$ cat src/rtl/hack_screen_scanner.sv
// Scans the Hack screen memory in word order and streams one pixel per
// accepted transfer, bit 0 of each word first, with line/frame markers.
module hack_screen_scanner #(
  parameter int FRAME_WORDS = 8192
) (
  input  logic        clock,
  input  logic        reset,
  input  logic        start,
  output logic        mem_rd,
  output logic [12:0] mem_addr,
  input  logic [15:0] mem_data,
  output logic        pixel_valid,
  output logic        pixel,
  input  logic        pixel_ready,
  output logic        pixel_sol,
  output logic        pixel_sof,
  output logic        busy,
  output logic        frame_done
);

  typedef enum logic {IDLE, SCAN} state_t;

  localparam logic [13:0] LAST_WORD = 14'(FRAME_WORDS);

  state_t      state;
  logic [13:0] fetch_cnt;
  logic [12:0] addr_q;
  logic        rd_pending;
  logic [15:0] shift_q;
  logic [4:0]  bits_left;
  logic [12:0] shift_addr;
  logic [15:0] next_buf;
  logic [12:0] next_addr;
  logic        next_valid;

  logic xfer;
  logic load_ok;
  logic words_left;
  logic final_xfer;

  // Handshake: a pixel moves on any cycle with pixel_valid=1 and pixel_ready=1;
  // pixel, pixel_sol and pixel_sof are stable while pixel_valid=1 and pixel_ready=0.
  assign busy        = (state == SCAN);
  assign pixel_valid = (bits_left != 5'd0);
  assign pixel       = shift_q[0];
  assign pixel_sol   = (bits_left == 5'd16) && (shift_addr[4:0] == 5'd0);
  assign pixel_sof   = (bits_left == 5'd16) && (shift_addr == 13'd0);

  assign xfer       = pixel_valid && pixel_ready;
  assign load_ok    = (bits_left == 5'd0) || ((bits_left == 5'd1) && xfer);
  assign words_left = (fetch_cnt < LAST_WORD);
  assign final_xfer = xfer && (bits_left == 5'd1) && !next_valid && !rd_pending && !words_left;

  // Only one read in flight and only while the prefetch slot is free, so the
  // buffer can never be overwritten before it drains.
  assign mem_rd   = busy && !next_valid && !rd_pending && words_left;
  assign mem_addr = mem_rd ? fetch_cnt[12:0] : addr_q;

  always_ff @(posedge clock) begin
    if (reset) begin
      state      <= IDLE;
      fetch_cnt  <= 14'd0;
      addr_q     <= 13'd0;
      rd_pending <= 1'b0;
      shift_q    <= 16'd0;
      bits_left  <= 5'd0;
      shift_addr <= 13'd0;
      next_buf   <= 16'd0;
      next_addr  <= 13'd0;
      next_valid <= 1'b0;
      frame_done <= 1'b0;
    end else begin
      frame_done <= 1'b0;
      rd_pending <= mem_rd;
      if (mem_rd) begin
        addr_q    <= fetch_cnt[12:0];
        fetch_cnt <= fetch_cnt + 14'd1;
      end

      // addr_q still names the pending word while its data is returned.
      if (rd_pending) begin
        if (load_ok) begin
          shift_q    <= mem_data;
          bits_left  <= 5'd16;
          shift_addr <= addr_q;
        end else begin
          next_buf   <= mem_data;
          next_addr  <= addr_q;
          next_valid <= 1'b1;
          if (xfer) begin
            shift_q   <= {1'b0, shift_q[15:1]};
            bits_left <= bits_left - 5'd1;
          end
        end
      end else if (next_valid && load_ok) begin
        shift_q    <= next_buf;
        bits_left  <= 5'd16;
        shift_addr <= next_addr;
        next_valid <= 1'b0;
      end else if (xfer) begin
        shift_q   <= {1'b0, shift_q[15:1]};
        bits_left <= bits_left - 5'd1;
      end

      case (state)
        IDLE: begin
          if (start) begin
            state     <= SCAN;
            fetch_cnt <= 14'd0;
          end
        end
        SCAN: begin
          if (final_xfer) begin
            state      <= IDLE;
            frame_done <= 1'b1;
          end
        end
        default: state <= IDLE;
      endcase
    end
  end

endmodule

$ cat config.mk
export PLATFORM = sky130hd
export DESIGN_NAME = hack_screen_scanner
export DESIGN_NICKNAME = d
export VERILOG_FILES = /design/src/rtl/hack_screen_scanner.sv
export SDC_FILE = /design/constraint.sdc
export NUM_CORES = 1
export LEC_CHECK = 0
export CORE_UTILIZATION = 55
export DETAILED_ROUTE_END_ITERATION = 10
export PLACE_DENSITY = 0.77
export RECOVER_POWER = 25
export SLEW_MARGIN = 30
export SYNTH_ARGS = -nofsm -noshare
export SYNTH_HDL_FRONTEND = slang
export SYNTH_SLANG_ARGS = --single-unit
export TNS_END_PERCENT = 10
$ cat constraint.sdc
create_clock -name clock -period 2.5 [get_ports clock]
set_input_delay 0.5 -clock clock [delete_from_list [all_inputs] [get_ports clock]]
set_output_delay 0.5 -clock clock [all_outputs]
set_load 0.03 [all_outputs]
==> After elaboration in Yosys (flattened, before gate mapping) <==
Cells that the tools add are included.
{ "totals": {"out_inout_bits": 20, "input_bits": 20, "ff_bits": 94, "wordCells": 66} }
{ "op_classes": {"n_lt_le_gt_ge": 1, "mux": 22, "reduce_logical": 24, "n_addsub": 2, "bitwise_logic": 2, "n_eq_ne": 4} }
{ "ops": {"columns": ["cell", "count"], "rows": [
  ["16-bit two-way mux", 4],
  ["13-bit two-way mux", 4],
  ["14-bit two-way mux", 3],
  ["5-bit two-way mux", 4],
  ["14-bit by 1-bit adder with 14-bit output, second input constant", 1],
  ["14-bit less-than comparator, second input constant", 1],
  ["13-bit zero test", 1],
  ["1-bit logical AND", 11],
  ["5-bit zero test", 2],
  ["1-bit two-way mux", 6],
  ["2-bit AND reduction", 3],
  ["5-bit by 1-bit equality test with 1-bit output, second input constant", 1],
  ["5-bit equality test, second input constant", 1],
  ["5-bit nonzero test", 1],
  ["5-bit by 1-bit subtractor with 5-bit output, second input constant", 1],
  ["1-bit zero test", 3],
  ["2-bit by 1-bit != test with 1-bit output, second input constant", 1],
  ["2-bit != test, second input constant", 1],
  ["1-bit inverter", 2],
  ["1-bit case mux with 2 select lines", 1],
  ["2-bit nonzero test", 1],
  ["2-bit OR reduction", 1],
  ["1-bit logical OR", 1]
]} }

==> Longest topological paths before layout <==
Gate-level depths: netlist of the first run.
{ "depth": {"word_depth": 8, "depth_mapped": 8, "mapped_depth_nobuf": 6} }

==> Worst setup path after synthesis of the first run <==
Ideal clock, no wire load.
{ "synth_path": {"kind": "register to output", "start": "reg bits_left[0]", "end": "out pixel_sof", "slack_ps": -136, "path_stages_with_launch": 6, "required_time_ps": 2000, "arrival_ps": 2136, "n_path_buf": 0, "path_cell_list": "dfxtp_1 > inv_1 > ha_1 > nand4_1 > nor4_1 > and3_1"} }
{ "synth_between": {"elab_chain_len": 2} }
{ "synth_rtl": {"columns": ["element", "line", "text"], "rows": [
  ["start: declaration", "30", "logic [4:0] bits_left;"],
  ["start signal: assignment", "92", "bits_left <= bits_left - 5'd1;"],
  ["start signal: assignment", "102", "bits_left <= bits_left - 5'd1;"],
  ["5-bit equality test", "47", "assign pixel_sof = (bits_left == 5'd16) && (shift_addr == 13'd0);"],
  ["1-bit logical AND", "47", null],
  ["end: declaration", "16", "output logic pixel_sof,"]
]} }
No other way between the ends.

==> Worst setup path in the final report of the first run <==
{ "layout_path": {"start": "reg next_valid", "end": "out mem_addr[7]"} }
{ "layout_between": {"elab_chain_len": 5} }
{ "layout_rtl": {"columns": ["element", "line", "text"], "rows": [
  ["start: declaration", "34", "logic next_valid;"],
  ["start signal: assignment", "70", "next_valid <= 1'b0;"],
  ["start signal: assignment", "89", "next_valid <= 1'b1;"],
  ["start signal: assignment", "99", "next_valid <= 1'b0;"],
  ["1-bit zero test", "56", "assign mem_rd = busy && !next_valid && !rd_pending && words_left;"],
  ["1-bit logical AND (3 in a row)", "56", null],
  ["13-bit two-way mux", null, null],
  ["end: declaration", "10", "output logic [12:0] mem_addr,"]
]} }
No other way between the ends.

==> results of run 1 <==
worst paths after layout:
path / start / to / slack [ps] / depth (start not counted)
max: next_valid / mem_addr[7] / 140 / 4
min: next_buf[3] / next_buf[3] / 460 / 2
max reg2reg: bits_left[0] / shift_q[14] / 350 / 7
min reg2reg: next_buf[3] / next_buf[3] / 460 / 2
stage by stage:
stage	instance area, sq um	worst slack [ps]	utilization, %	hold WS [ps]
after detailed placement	4440	76.1	64.0	446
after global placement	4440	95.0	64.0	441
after CTS	4650	25.1	67.0	459
after global routing	4630	47.7	66.7	477
after floorplan	4030	115	-	436
final	4630	143	66.7	459
cells by family after synthesis:
logic type	synth area share (%)
AOI/OAI and AO/OA	14.6
xor gates and xnor gates	2.83
adders and majority gates	1.24
buffers and inverters	4.63
DFF	46.7
muxes	7.21
and+or+nand+nor	22.7
routing by layer:
| metal | vias to the layer above | part of all wire (%) | GRT usage (%) |
|---|---|---|---|
| li1 | 1729 | - | - |
| met1 | 1544 | 47 | 29.3 |
| met2 | 60 | 48 | 41.3 |
| met3 | 7 | 3.4 | 3.49 |
| met4 | 0 | 1.3 | 9.09 |
| met5 | - | 0 | 0 |
final cells by class:
type	instances	area [sq um]
inverter	8	31.3
timing repair buffer	51	429
fill	583	2310
sequential	94	1880
multi-input combinational	355	1960
tap	96	120
clock inverter	7	81.3
clock buffer	9	124
placed cells by master (no fill, tap or decap), types with 6 or more instances in the layout:
cell type / synthesis / layout
mux2i_1: 29 / 29
clkdlybuf4s50_1: 0 / 21
nand2_1: 118 / 118
nor2_1: 53 / 53
xnor2_1: 9 / 9
o22ai_1: 15 / 15
nand3_1: 6 / 6
inv_1: 7 / 7
clkbuf_8: 0 / 9
a211oi_1: 13 / 13
a21oi_1: 60 / 60
buf_4: 2 / 26
dfxtp_1: 94 / 92
where the power goes:
group	total [W]	switching, W	leakage [nW]	internal (W)
Combinational	0.00118	0.000732	0.889	0.000449
Clock	0.00104	0.000565	0.101	0.000477
Sequential	0.00178	0.000107	0.762	0.00167
sequential cells by signal (all words and copies together) (netlist names):
signal and flops:
rd_pending 1, next_valid 1, shift_q 16, fetch_cnt 14, frame_done 1, next_addr 13
next_buf 16, busy 1, addr_q 13, bits_left 5, shift_addr 13
worst min-delay path, delay by kind of cell (launching register included):
kind / cells / cell delay (ps)
AO/OA/AOI/OAI: 1 / 50
AND/OR/NAND/NOR: 1 / 50
flip-flops: 1 / 320
what timing repair did:
item	4_1_cts	5_1_grt
resized for setup	5	6
setup endpoints to repair	3	5
buffers inserted	0	0
hold endpoints to repair	0	0
hold buffers	0	0
==> results.yml, run 1 <==
timing:
  skew_ps: 6.47
  layout_worst_path_cycle_share_pct: 94.3
  hold_viol_final: 0
  fin_setup_tns_ps: 0
  rsz0062_at_grt: "false"
  maxSlewViolCount: 0
  period_minus_slack_ps: 2360
  max_freq_mhz: 424
  relSlewSlack_pct: 43.7
  setup_viol: 0
  worstMarginPinSlew_ps: 841
clock_tree:
  cts_tree: "done"
  h-tree-depth: 3
  cts_buffers: 9
  clockBufferDepth: 2
  clk_latency_ps: 360
  numClockSinks: 94
  cts-root-buf: "clkbuf_8"
  clk_pin_slew_ps: 90
worst_setup_path:
  path_class: "reg2out"
  crit_top_cell: "buf_4"
  cp_max_fo: 25
  critical_path_arrival_ps: 1860
  slowest_stage: "or4b_4"
  crit_chain: "or4b_4 > buf_4 > o21ai_1 > buf_4"
  critPathTopFamily: "simple AND/OR/NAND/NOR gates"
  startpoint_type: "register"
  cp_num_buf_inv: 2
  critical_path.max_stage_delay_ps: 540
  required_ps: 2000
  critPathCaptureType: "primary output"
die:
  die_x_um: 87.6
  die_y_um: 87.6
  die-area_sq_um: 7670
  initial_core_util_pct: 58.0
  core_area_sq_um: 6940
  io-pin-count: 40
  rows: 30
global_routing:
  antenna_found_initial: 0
  grt_pass1_vias: 3052
  grt_pass1_wl_um: 14100
  grt_max_degree: 58
  overflow: 0
  grt_usage_pct: 23.6
power:
  p_per_area_nw_per_um2: 863
  vdd_drop_max_mv: 0.409
  p_leak_nw: 1.75
  total_power_w: 0.00400
route:
  dr_total_vias: 3340
  first_pass_iters: 4
  drcViolationCount: 0
  viasPerCell: 5.39
  drt-total-wl_um: 8480
  drtAntennaViolNets: 0
  drt-initial-drc-count: 191
  wire_per_inst_um: 13.7
yosys:
  yosys_warnings: 0
  synth_top_area_cell: "dfxtp_1"
  synth_common_cells: "nand2_1, dfxtp_1, a21oi_1, nor2_1, mux2i_1"
  syn-num-nets: 514
  ys_types: 46
  synth-seq-area-share_pct: 46.7
  synth_seq_cells: 94
  syn_inst: 490
  synth_edf_count: 0
  syn_area_sq_um: 4030
  dominantRegCellSynth: "dfxtp_1"
  synthArstFlopShare_pct: 0
  synth_top_area_share_pct: 46.7
  synth_area_leaders: "dfxtp_1, nand2_1, a21oi_1"
  yosysMostFrequentCell: "nand2_1"
  synth_area_per_cell_sq_um: 8.22
layout:
  nNetsFinal: 543
  syn_to_final_growth_pct: 15.1
  drive_gt1_share_pct: 11.1
  diodes: 0
  fin_cells: 620
place:
  port_buffers: 39
  dp_hpwl_um: 5730
  gp_congestion: 0.808
  dpl.cell_count: 604
flow_run:
  drv_cap: 0
status:
  status: "complete, no violations"
hold_path:
  hp-class: "reg2reg"
No activity file was read; power rests on OpenSTA's default activity.
==> run 2: changes to the inputs <==
Settings changed: SKIP_LAST_GASP set to 1.
==> run 2 against run 1 <==
Net effect: the flow now finishes with violations (negative setup slack); sequential power about the same; count of clock-buffer cells in the layout unchanged; non-clock buffer count unchanged; setup slack worse by 150 ps; largest cell class unchanged; core utilization about the same; critical path depth up 2.
==> results.yml, run 2 (synthesis results as in run 1) <==
timing:
  fin_setup_tns_ps: -15.1
  rsz0062_at_grt: "true"
  relSlewSlack_pct: 43.7
  max_freq_mhz: 398
  period_minus_slack_ps: 2510
  hold_viol_final: 0
  worstMarginPinSlew_ps: 841
  setup_viol: 2
  maxSlewViolCount: 0
  layout_worst_path_cycle_share_pct: 100
  skew_ps: 8.65
  timing.final.ws_setup_ps: -9.97
worst_setup_path:
  r2r_cells: 5
  crit_chain: "inv_1 > ha_1 > nand4_1 > nor4_2 > and3_1 > dlygate4sd2_1"
  path_class: "reg2out"
  slowest_stage: "dlygate4sd2_1"
  critPathCaptureType: "primary output"
  critical_path_arrival_ps: 2010
  required_ps: 2000
  regToRegSetupSlack_ps: 350
  cp_num_buf_inv: 2
  startpoint_type: "register"
  critPathTopFamily: "simple AND/OR/NAND/NOR gates"
  cp_max_fo: 3
  worstReg2RegStart: "rd_pending"
  r2r-end: "shift_addr[10]"
  critical_path.max_stage_delay_ps: 390
power:
  p_per_area_nw_per_um2: 863
  p_leak_nw: 1.77
  vdd_drop_max_mv: 0.408
hold_path:
  min_from: "next_addr[9]"
  min_delay_path_depth: 2
  hp-class: "reg2reg"
  hold_end: "next_addr[9]"
die:
  rows: 30
  die-area_sq_um: 7670
  core_area_sq_um: 6940
  die_y_um: 87.6
  io-pin-count: 40
  die_x_um: 87.6
  initial_core_util_pct: 58.0
global_routing:
  grt_pass1_wl_um: 14100
  grt_max_degree: 58
  overflow: 0
  grt_pass1_vias: 3052
  antenna_found_initial: 0
  grt_usage_pct: 23.6
layout:
  fin_cells: 620
  nNetsFinal: 543
  reg_top3: "next_buf x16, shift_q x16, fetch_cnt x14"
  diodes: 0
  layout_common_cells: "nand2_1, dfxtp_1, a21oi_1"
  syn_to_final_growth_pct: 15.0
  final_common_cell: "nand2_1"
  drive_gt1_share_pct: 10.3
clock_tree:
  clk_pin_slew_ps: 90
  h-tree-depth: 3
  cts_buffers: 9
  cts_setup_buffers: 0
  cts_tree: "done"
  clockBufferDepth: 2
  cts-root-buf: "clkbuf_8"
  clk_latency_ps: 360
  numClockSinks: 94
  cts-hold-fix-buffers: 0
route:
  drcViolationCount: 0
  wire_per_inst_um: 13.7
  dr_total_vias: 3320
  viasPerCell: 5.35
  drtAntennaViolNets: 0
  drt-total-wl_um: 8480
  first_pass_iters: 4
  drt-initial-drc-count: 179
place:
  port_buffers: 39
  dp_hpwl_um: 5730
  dpl.cell_count: 604
  gp_congestion: 0.808
flow_run:
  drv_cap: 0
status:
  violations: "negative setup slack"
  status: "complete, but fails checks"
==> run 2: changes by cell type in the layout (fill, tap and decap cells not counted), sizes merged <==
cell and delta:
clkbuf -2, inv +1, dlygate4sd2 +1, dlymetal6s2s +1
clkinv -1
==> run 2: metal layers <==
| layer | part of all wire (%) | global-route usage (%) | vias to the layer above |
|---|---|---|---|
| li1 | - | - | 1730 |
| met1 | 48 | 29.4 | 1522 |
| met2 | 48 | 41.3 | 57 |
| met3 | 3.2 | 3.49 | 11 |
| met4 | 1.6 | 9.09 | 0 |
| met5 | 0 | 0 | - |
==> run 2: where the power goes <==
group	total [W]	switching, W	internal [W]
Sequential	0.00177	0.000102	0.00167
Combinational	0.00118	0.000728	0.000454
Clock	0.00105	0.000569	0.000477
==> run 2: what timing repair did <==
item / in CTS / in global routing
gates resized for setup: 2 / 1
endpoints found under the setup margin: 3 / 6
endpoints found under the hold margin: 0 / 0
==> run 2: area by class of cell <==
cell class              instances  area [sq um]
flip-flops and latches         94          1880
well taps                      96           120
repair buffers                 51           440
clock buffers                   9           124
inverters                       8          30.0
fillers                       586          2310
multi-input cells             355          1950
clock inverters                 7          81.3
==> run 2: how the worst max path moves through the flow <==
stage                             from      endpoint  slack [ps]  cells past startpoint
after global routing      bits_left[0]     pixel_sof        -100                      6
final                     bits_left[0]     pixel_sof         -10                      6
after global placement    bits_left[0]     pixel_sof         100                      6
after CTS                 bits_left[0]     pixel_sol        -200                      5
after floorplan                   busy  mem_addr[10]         120                      6
after detailed placement  bits_left[0]     pixel_sof          80                      6
==> run 2: worst reg2reg max path: stages (launching register included) <==
cell and delay, ps:
dfxtp_2 340, buf_4 470, nor2_1 200, nor3_4 740, nor2_1 90, a211oi_1 240
==> run 2: stage by stage <==
stage / setup slack [ps] / utilization, % / hold slack (ps) / cell area (sq um) / power [W]
2_1_floorplan: 115 / - / 436 / 4030 / 0.00271
3_3_place_gp: 95.0 / 64.0 / 441 / 4440 / 0.00297
3_5_place_dp: 76.1 / 64.0 / 446 / 4440 / 0.00301
4_1_cts: -196 / 66.9 / 459 / 4640 / 0.00402
5_1_grt: -98.0 / 66.7 / 477 / 4630 / 0.00421
6_report: -9.97 / 66.7 / 458 / 4630 / 0.00400
==> run 3: changes to the inputs <==
Settings changed: SKIP_LAST_GASP 1 to not set.
==> results of run 3 <==
No change in the layout: final DEF, timing and power equal those of run 1.
